--- src/rtl/abs_sample_collector.sv ---
// abs_sample_collector: 8-channel saturated-magnitude frame assembler.
// Define ABS_SAMPLE_COLLECTOR_OFFSET_BINARY_EN for offset-binary sample_data.
module abs_sample_collector #(
    parameter int unsigned TIMEOUT_CYCLES = 1024
) (
    input  logic         clk,
    input  logic         resetn,
    input  logic         enable,
    input  logic         sample_valid,
    input  logic [2:0]   sample_channel,
    input  logic [15:0]  sample_data,
    output logic [119:0] abs_sample_concat,
    output logic         frame_valid,
    output logic [15:0]  frame_count,
    output logic         err_duplicate,
    output logic         err_timeout
);

    localparam logic [1:0] ST_IDLE    = 2'd0;
    localparam logic [1:0] ST_COLLECT = 2'd1;
    localparam logic [1:0] ST_ERROR   = 2'd2;

    localparam logic [15:0] TIMER_LIMIT = 16'(TIMEOUT_CYCLES);

    logic [1:0]        state;
    logic              in_valid;
    logic [2:0]        in_ch;
    logic [15:0]       in_data;
    logic              s1_valid;
    logic [2:0]        s1_ch;
    logic [14:0]       s1_mag;
    logic [7:0][14:0]  staging;
    logic [7:0]        mask;
    logic [15:0]       timer;

    logic              commit;
    logic [7:0]        base_mask;
    logic [7:0]        wr_bit;
    logic              dup;
    logic              wr;
    logic              timed_out;
    logic [7:0]        mask_n;
    logic [15:0]       timer_n;

    function automatic logic [14:0] to_mag(input logic [15:0] d);
        logic [15:0] x;
        logic [15:0] neg;
`ifdef ABS_SAMPLE_COLLECTOR_OFFSET_BINARY_EN
        x = {~d[15], d[14:0]};
`else
        x = d;
`endif
        neg = 16'd0 - x;
        if (x == 16'h8000)
            return 15'h7fff;
        else if (x[15])
            return neg[14:0];
        else
            return x[14:0];
    endfunction

    // A commit clears the mask before the same-edge write is checked.
    always_comb begin
        commit    = (mask == 8'hff);
        base_mask = commit ? 8'h00 : mask;
        wr_bit    = 8'b1 << s1_ch;
        dup       = s1_valid && ((base_mask & wr_bit) != 8'h00);
        wr        = s1_valid && !dup;
        timed_out = !commit && (timer == TIMER_LIMIT);
        mask_n    = base_mask | (wr ? wr_bit : 8'h00);
        if (!commit && mask != 8'h00)
            timer_n = timer + 16'd1;
        else
            timer_n = wr ? 16'd1 : 16'd0;
    end

    always_ff @(posedge clk) begin
        if (!resetn) begin
            state             <= ST_IDLE;
            in_valid          <= 1'b0;
            in_ch             <= 3'd0;
            in_data           <= 16'd0;
            s1_valid          <= 1'b0;
            s1_ch             <= 3'd0;
            s1_mag            <= 15'd0;
            staging           <= '0;
            mask              <= 8'h00;
            timer             <= 16'd0;
            abs_sample_concat <= 120'd0;
            frame_valid       <= 1'b0;
            frame_count       <= 16'd0;
            err_duplicate     <= 1'b0;
            err_timeout       <= 1'b0;
        end else begin
            frame_valid <= 1'b0;
            case (state)
                ST_IDLE: begin
                    in_valid <= 1'b0;
                    s1_valid <= 1'b0;
                    mask     <= 8'h00;
                    timer    <= 16'd0;
                    if (enable)
                        state <= ST_COLLECT;
                end
                ST_COLLECT: begin
                    if (!enable) begin
                        state    <= ST_IDLE;
                        in_valid <= 1'b0;
                        s1_valid <= 1'b0;
                        mask     <= 8'h00;
                        timer    <= 16'd0;
                    end else if (dup || timed_out) begin
                        state         <= ST_ERROR;
                        err_duplicate <= err_duplicate | dup;
                        err_timeout   <= err_timeout | timed_out;
                    end else begin
                        in_valid <= sample_valid;
                        in_ch    <= sample_channel;
                        in_data  <= sample_data;
                        s1_valid <= in_valid;
                        s1_ch    <= in_ch;
                        s1_mag   <= to_mag(in_data);
                        mask     <= mask_n;
                        timer    <= timer_n;
                        if (wr)
                            staging[s1_ch] <= s1_mag;
                        if (commit) begin
                            abs_sample_concat <= staging;
                            frame_valid       <= 1'b1;
                            frame_count       <= frame_count + 16'd1;
                        end
                    end
                end
                ST_ERROR: begin
                end
                default: state <= ST_IDLE;
            endcase
        end
    end

endmodule
--- config.mk ---
export PLATFORM = sky130hd
export DESIGN_NAME = abs_sample_collector
export DESIGN_NICKNAME = d
export VERILOG_FILES = /design/src/rtl/abs_sample_collector.sv
export SDC_FILE = /design/constraint.sdc
export NUM_CORES = 1
export LEC_CHECK = 0
export BUFFER_PORTS_ARGS = -buffer_cell sky130_fd_sc_hd__buf_2
export CORE_MARGIN = 3
export CORE_UTILIZATION = 57
export DETAILED_ROUTE_END_ITERATION = 10
export HOLD_SLACK_MARGIN = 0.15
export PLACE_DENSITY_LB_ADDON = 0.3
export SETUP_SLACK_MARGIN = 0.3
export SYNTH_ARGS = -nofsm -noshare
export SYNTH_HDL_FRONTEND = slang
export SYNTH_SLANG_ARGS = --single-unit
--- constraint.sdc ---
create_clock -name clk -period 3.2 [get_ports clk]
set_input_delay 0.8 -clock clk [delete_from_list [all_inputs] [get_ports clk]]
set_output_delay 0.8 -clock clk [all_outputs]
set_load 0.02 [all_outputs]
==> metrics.md, run 1 <==
| Metric | Value |
|---|---|
| Req. time, crit path | `3.56 ns` |
| DP HPWL | `18.8 mm` |
| Synth top area cells | `dfxtp_1, mux2i_1, nand2_1, a21oi_1, nor2_1` |
| Critical path arrival | `3.05 ns` |
| Share of post-route cells with drive strength above 1 | `0.177` |
| Post-CTS Repair Setup Buffers | `0` |
| Inserted Clock Buffers | `34` |
| YS warnings | `0` |
| Initial antenna violation count | `0` |
| Largest net degree at the start of global routing | `106` |
| Clock power frac | `0.483` |
| Max clock buf depth | `3` |
| Yosys top cell area share | `0.521` |
| PortBufs | `161` |
| CTS tree | `done` |
| Post-CTS resize count | `0` |
| DR vias | `9999` |
| CP max FO | `16` |
| Period Utilization, post-route | `0.842` |
| Worst Reg-to-Reg Cells | `8` |
| Rel. slew slack | `0.387` |
| Slew @ Worst Pin | `0.917 ns` |
| Clock Latency Late Sink | `0.50 ns` |
| Status | `finished clean` |
| GRT met1 Usage | `0.339` |
| Final setup viols | `0` |
| Final ANT Viol Nets | `0` |
| Cell with the most instances after synthesis | `dfxtp_1` |
| Final min period | `2.69 ns` |
| Synth area leader | `dfxtp_1` |
| Vias/cell | `5.53` |
| DRT iter0 DRCs | `747` |
| # DRC | `0` |
| Worst hold stages | `2` |
| FMAX | `371 MHz` |
| DIE HEIGHT | `154 um` |
| # H-tree levels | `2` |
| Met3 usage | `0.0414` |
| Path type of the worst min-delay path | `register to register` |
| Top Ports | `162` |
| Grt peak-use layer | `met2` |
| Cts hold-fix bufs | `0` |
| CTS Sinks | `324` |
| Inserted Diodes | `0` |
| Number of cell rows | `53` |
| Sequential-to-total area share from yosys stat | `0.521` |
| Drt first pass iters | `6` |
| EDFF count, synth | `0` |
| Core box area | `0.0212 mm^2` |
| Crit path kind | `register to register` |
| Pre-CTS setup slack | `0.376 ns` |
| Avg WL per Cell | `16.7 um` |
| Max cap viols | `0` |
| RSZ-0062 raised after global routing | `false` |
| Clk pin slew, worst setup/hold paths | `0.06 ns` |
| Switching share of power | `0.211` |
| Nets | `1534` |
| Root Buffer Master | `clkbuf_16` |
| GPL Wtd Cong | `0.937` |
| P per Cell Area | `569 mW/mm^2` |
| Top post-synthesis cells by count | `dfxtp_1, nand2_1, nor2_1, a21oi_1, mux2i_1` |
| Starting Density | `0.587` |
| Critical Path Source Type | `register` |
| Worst vdd ir | `0.390 mV` |
| Worst Skew | `0.0172 ns` |
| Post-Synthesis Mean Instance Area | `8.96 um^2` |
| Asr flop ratio synth | `0` |
| Total track usage | `0.247` |
| Final WS setup | `0.505 ns` |
| Global-route wire length before repair | `48.5 mm` |
| Main flop type after synthesis | `dfxtp_1` |
| Switching Power | `1740 uW` |
| Setup TNS | `0 ns` |
| CP Capture Type | `register` |
| Netlist cell types | `55` |
| GR Overflow Total | `0` |
| Post-Synthesis Cell Area | `0.0124 mm^2` |
| Seq cells post-synth | `324` |
| Internal | `6530 uW` |
| Pins Over Slew Limit | `0` |
| Synth Instances | `1390` |
| Final hold vios | `0` |
| Die area | `0.0236 mm^2` |
| Final wirelength | `30.3 mm` |
| Share of power burned in registers | `0.496` |
| Syn nets | `1417` |
| Met2 global-route usage | `0.399` |
| Leakage | `0.00537 uW` |
| Number of global-route vias before repair | `9480` |
| Die X | `154 um` |
| Area Growth Syn to Fin | `16.9%` |
| Gate power share | `0.020` |
-- critical path, cell delays in order, from the launching register on --
cell and delay [ns]:
dfxtp_1 0.66, and4b_1 0.27, a31oi_2 0.22, a31oi_4 0.26, buf_4 0.27, nor4_4 0.24, buf_4 0.32, mux2i_1 0.22
nor2_1 0.06
-- worst paths after layout --
kind | startpoint | slack, ns | endpoint
worst max-delay path | s1_ch[2]$_SDFFE_PN0P_ | 0.51 | staging[72]$_SDFFE_PN0P_
worst min-delay path | abs_sample_concat[113]$_SDFFE_PN0P_ | 0.45 | abs_sample_concat[113]$_SDFFE_PN0P_
worst max register to register | s1_ch[2]$_SDFFE_PN0P_ | 0.51 | staging[72]$_SDFFE_PN0P_
worst min register to register | abs_sample_concat[113]$_SDFFE_PN0P_ | 0.45 | abs_sample_concat[113]$_SDFFE_PN0P_
-- area by class of cell --
type / instances / area, um^2
Clock inverter: 12 / 155
Clock buffer: 49 / 998
Inverter: 12 / 52.6
Fill cell: 1693 / 6670
Sequential cell: 324 / 6490
Tap cell: 275 / 344
Timing Repair Buffer: 185 / 1050
Multi-Input combinational cell: 950 / 5460
-- sequential cells by signal (all words and copies together), names as in the netlist, 3 cells and up --
| name | count |
|---|---|
| abs_sample_concat | 120 |
| frame_count | 16 |
| in_ch | 3 |
| in_data | 16 |
| mask | 8 |
| s1_ch | 3 |
| s1_mag | 15 |
| staging | 120 |
| timer | 16 |
-- power by group through the flow --
| stage | logic [uW] | clock network (uW) | registers [uW] |
|---|---|---|---|
| after floorplan | 141 | 0 | 4150 |
| after global placement | 163 | 0 | 4190 |
| after detailed placement | 166 | 0 | 4190 |
| after CTS | 167 | 4060 | 4100 |
| after global routing | 185 | 4220 | 4100 |
| final | 168 | 4000 | 4110 |
-- layer usage --
metal / routed length (um) / up-vias / share of wire
met4: 893 / 0 / 0.030
li1: - / 4922 / -
met1: 13400 / 4719 / 0.44
met2: 14100 / 296 / 0.47
met5: 0 / - / 0
met3: 1820 / 62 / 0.060
-- cell usage in the layout, fill, tap and decap left out, types with 5 or more instances in the layout --
cell type,Yosys,routed
nand4_1,14,14
nor2b_1,5,5
nor2_1,184,184
or3_1,9,9
inv_1,12,11
buf_2,13,161
buf_4,6,19
nor3_1,12,11
buf_12,0,5
and3_1,9,9
a21oi_1,150,150
clkinv_2,0,5
nor4_4,5,5
clkbuf_1,73,7
xnor2_1,8,8
mux2i_1,144,144
clkbuf_8,0,7
dfxtp_1,324,324
o221a_2,8,8
xor2_1,11,11
nand2_1,272,271
o21ai_0,22,22
nor4_1,5,5
clkbuf_16,0,35
o211ai_1,6,6
nand3_1,21,21
-- metrics by stage --
stage / hold WS (ns) / power [uW] / util / cell area, um^2 / std cells
final: 0.449 / 8270 / 0.686 / 14500 / 1807
after global routing: 0.468 / 8510 / 0.686 / 14500 / 1807
after CTS: 0.449 / 8330 / 0.686 / 14500 / 1807
after detailed placement: 0.444 / 4360 / 0.631 / 13400 / 1746
after global placement: 0.440 / 4360 / 0.631 / 13400 / 1746
after floorplan: 0.431 / 4290 / - / 12400 / 1390
-- logic make-up after synthesis --
kind of cell | synth area share
AO/OA/AOI/OAI | 0.103
XOR/XNOR | 0.0134
adder cells (fa/ha/maj) | 0.00402
buffers and inverters | 0.0417
flip-flops | 0.521
multiplexers | 0.117
AND/OR/NAND/NOR | 0.200
No activity file was read; power rests on OpenSTA's default activity.
==> inputs of run 2 (changes only) <==
Settings changed: ABC_AREA set to 1, CORE_UTILIZATION 57 to 52.
Clock period 3.2 ns to 2.22 ns, I/O delays scaled along.
==> run 2 against run 1 <==
Against the previous run:
- the flow now finishes with violations (setup timing)
- clock skew rose by 0.010 ns
- total power rose by 48%
- register-to-register slack got worse by 0.71 ns
- sequential share of layout area fell by 9.0 points
- largest power group unchanged
- first-iteration DRC count rose by 120%
- sequential power rose by 45%
- routed wire length rose by 52%
- worst setup slack got worse by 0.71 ns
- highest routed layer unchanged
- via count rose by 40%
- largest cell class is now multi-input combinational cells
==> metrics.md, run 2 <==
| Metric | Value |
|---|---|
| Status | `complete, but fails checks` |
| Failing checks | `setup timing` |
| Netlist cell types | `29 (-47%)` |
| Vias/cell | `6.01 (+8.6%)` |
| Hold slack | `0.318 ns (-0.131 ns)` |
| DIE HEIGHT | `166 um (+7.7%)` |
| Sequential-to-total area share from yosys stat | `0.489 (-0.0318)` |
| Top flop regs | `abs_sample_concat x120, staging x120` |
| Seq cells post-synth | `324 (unchanged)` |
| Starting Density | `0.537 (-0.0493)` |
| Drt first pass iters | `8 (+2)` |
| Top post-synthesis cells by count | `nor2_1, dfxtp_1, o21ai_0, nand2_1, nor3_1` |
| Req. time, crit path | `2.66 ns (-0.90 ns)` |
| Area Growth Syn to Fin | `37.8%` |
| GPL Wtd Cong | `0.886 (-5.4%)` |
| Crit-path slowest cell | `dfxtp_2` |
| Inserted Diodes | `0 (unchanged)` |
| Critical Path Source Type | `register` |
| Largest net degree at the start of global routing | `103 (-2.8%)` |
| # DRC | `0 (unchanged)` |
| Pins Over Slew Limit | `0 (unchanged)` |
| Post-Synthesis Cell Area | `0.0133 mm^2 (+6.5%)` |
| Cell with the most instances after synthesis | `nor2_1` |
| Max cap viols | `0 (unchanged)` |
| Crit path kind | `register to register` |
| PortBufs | `161 (unchanged)` |
| Die X | `166 um (+7.7%)` |
| Final ANT Viol Nets | `0 (unchanged)` |
| Clk pin slew, worst setup/hold paths | `0.06 ns (about the same)` |
| Synth Instances | `1747 (+26%)` |
| YS warnings | `0 (unchanged)` |
| Total track usage | `0.284 (+0.0371)` |
| Post-Synthesis Mean Instance Area | `7.59 um^2 (-15%)` |
| Syn nets | `1774 (+25%)` |
| Worst Skew | `0.0272 ns (+0.00996 ns)` |
| DR vias | `14.0k (+40%)` |
| Die area | `0.0274 mm^2 (+16%)` |
| # H-tree levels | `2 (unchanged)` |
| Main flop type after synthesis | `dfxtp_1` |
| Clock Latency Late Sink | `0.52 ns (+0.02 ns)` |
| Share of post-route cells with drive strength above 1 | `0.319 (+0.142)` |
| Dpl cells | `2174 (+25%)` |
| Final wirelength | `46.0 mm (+52%)` |
| Number of cell rows | `57 (+7.5%)` |
| Crit-path leading delay family | `simple AND/OR/NAND/NOR gates` |
| Final setup viols | `283 (+283)` |
| FMAX | `413 MHz (+11%)` |
| Inserted Clock Buffers | `34 (unchanged)` |
| Leakage | `0.00809 uW (+51%)` |
| Final WS setup | `-0.202 ns (-0.708 ns)` |
| RSZ-0062 raised after global routing | `true` |
| Slowest stage delay, CP | `0.34 ns (-0.32 ns)` |
| CP Capture Type | `register` |
| Most used cell along the critical path | `buf_12` |
| Final min period | `2.42 ns (-0.272 ns)` |
| Path type of the worst min-delay path | `primary input to register` |
| Buffers and inverters on the worst path | `5 (+3)` |
| Rel. slew slack | `0.344 (-0.0424)` |
| Worst path cell trace | `nand2_1, nor2_1, nand2_1, buf_6, nand3_2, nand2_2, nor2_4, nand2_4, nand2_4, nand3_4, nor2_4, buf_12, buf_12, buf_12, buf_6, o21ai_0, nor2_1` |
| DP HPWL | `23.0 mm (+22%)` |
| Synth top area cells | `dfxtp_1, nor2_1, o21ai_0, nor3_1, nand2_1` |
| Period Utilization, post-route | `1.09 (+0.249)` |
| GR Overflow Total | `0 (unchanged)` |
| Global-route wire length before repair | `65.6 mm (+35%)` |
| CTS Sinks | `324 (unchanged)` |
| Core box area | `0.0247 mm^2 (+16%)` |
| Number of global-route vias before repair | `12.5k (+32%)` |
| Pre-CTS setup slack | `-0.144 ns (-0.519 ns)` |
| Max clock buf depth | `3 (unchanged)` |
| Critical path arrival | `2.87 ns (-0.18 ns)` |
| Asr flop ratio synth | `0 (unchanged)` |
| Top Ports | `162 (unchanged)` |
| Avg WL per Cell | `19.8 um (+18%)` |
| EDFF count, synth | `0 (unchanged)` |
| DRT iter0 DRCs | `1619 (+120%)` |
| Commonest cells after routing, fill and taps aside | `nor2_1, dfxtp_1, o21ai_0, buf_2, nand2_1` |
| Worst vdd ir | `0.667 mV (+71%)` |
| Nets | `2005 (+31%)` |
| Final hold vios | `0 (unchanged)` |
| Root Buffer Master | `clkbuf_16` |
| Initial antenna violation count | `0 (unchanged)` |
| Synth area leader | `dfxtp_1` |
| Yosys top cell area share | `0.489 (-0.0318)` |
| Non-Filler Instances | `2323 (+29%)` |
| Slew @ Worst Pin | `0.982 ns (+0.0652 ns)` |
| CP max FO | `6 (-10)` |
| CTS tree | `done` |
| Commonest non-fill, non-tap cell in the layout | `nor2_1` |
| Fin util | `0.740 (+0.0549)` |
| P per Cell Area | `672 mW/mm^2 (+18%)` |
-- run 2: cells by family after synthesis --
group | count (synthesis) | synth area share
compound gates | 368 | 0.139
flops | 324 | 0.489
xor+xnor | 23 | 0.0152
fa+ha+maj | 4 | 0.00378
buf+inv | 186 | 0.0661
simple gates | 842 | 0.286
-- run 2: worst paths after layout --
path / cells after the start / start / endpoint / slack (ns)
min reg2reg: 1 / err_duplicate$_SDFFE_PN0P_ / err_duplicate$_SDFFE_PN0P_ / 0.47
max reg2reg: 17 / mask[3]$_SDFFE_PN0P_ / abs_sample_concat[109]$_SDFFE_PN0P_ / -0.20
max: 17 / mask[3]$_SDFFE_PN0P_ / abs_sample_concat[109]$_SDFFE_PN0P_ / -0.20
min: 3 / sample_data[3] / in_data[3]$_SDFFE_PN0P_ / 0.32
-- run 2: metrics by stage --
step | power (uW) | cell area (um^2) | TNS [ns]
floorplan | 6300 | 13700 | 0
global placement | 6420 | 14800 | -1.83
detailed placement | 6420 | 14800 | -8.68
CTS | 12200 | 17000 | 0
global route | 12600 | 18300 | -54.69
finish | 12300 | 18300 | -20.86
-- run 2: worst min-delay path, cell delays in order --
cell and delay (ns):
buf_2 0.08, o21ai_2 0.05, a21oi_1 0.09
-- run 2: repair_timing --
| item | 4_1_cts | 5_1_grt |
|---|---|---|
| pin swaps | 24 | 87 |
| setup endpoints to repair | 320 | 320 |
| gates resized for setup | 143 | 202 |
| buffers inserted | 30 | 26 |
| gates cloned | 17 | 19 |
| hold buffers | 0 | 0 |
| hold endpoints to repair | 0 | 0 |
-- run 2: layout make-up --
class	instances	area, um^2
multi-input cells	1238	6880
flip-flops and latches	324	6500
fillers	1663	6400
repair buffers	320	3080
clock buffers	48	1020
well taps	324	405
inverters	57	241
clock inverters	9	103
repair inverters	3	38.8
-- run 2: where the power goes --
group	total, uW	internal (uW)	switching [uW]
Sequential	5960	5850	118
Clock	5760	3440	2320
Combinational	545	210	335
-- run 2: per-layer routing --
| layer | share of wire | up-vias | GRT usage |
|---|---|---|---|
| met5 | 0 | - | 0 |
| met4 | 0.049 | 0 | 0.113 |
| met3 | 0.099 | 180 | 0.0439 |
| met2 | 0.47 | 873 | 0.466 |
| met1 | 0.38 | 6645 | 0.378 |
| li1 | - | 6265 | - |
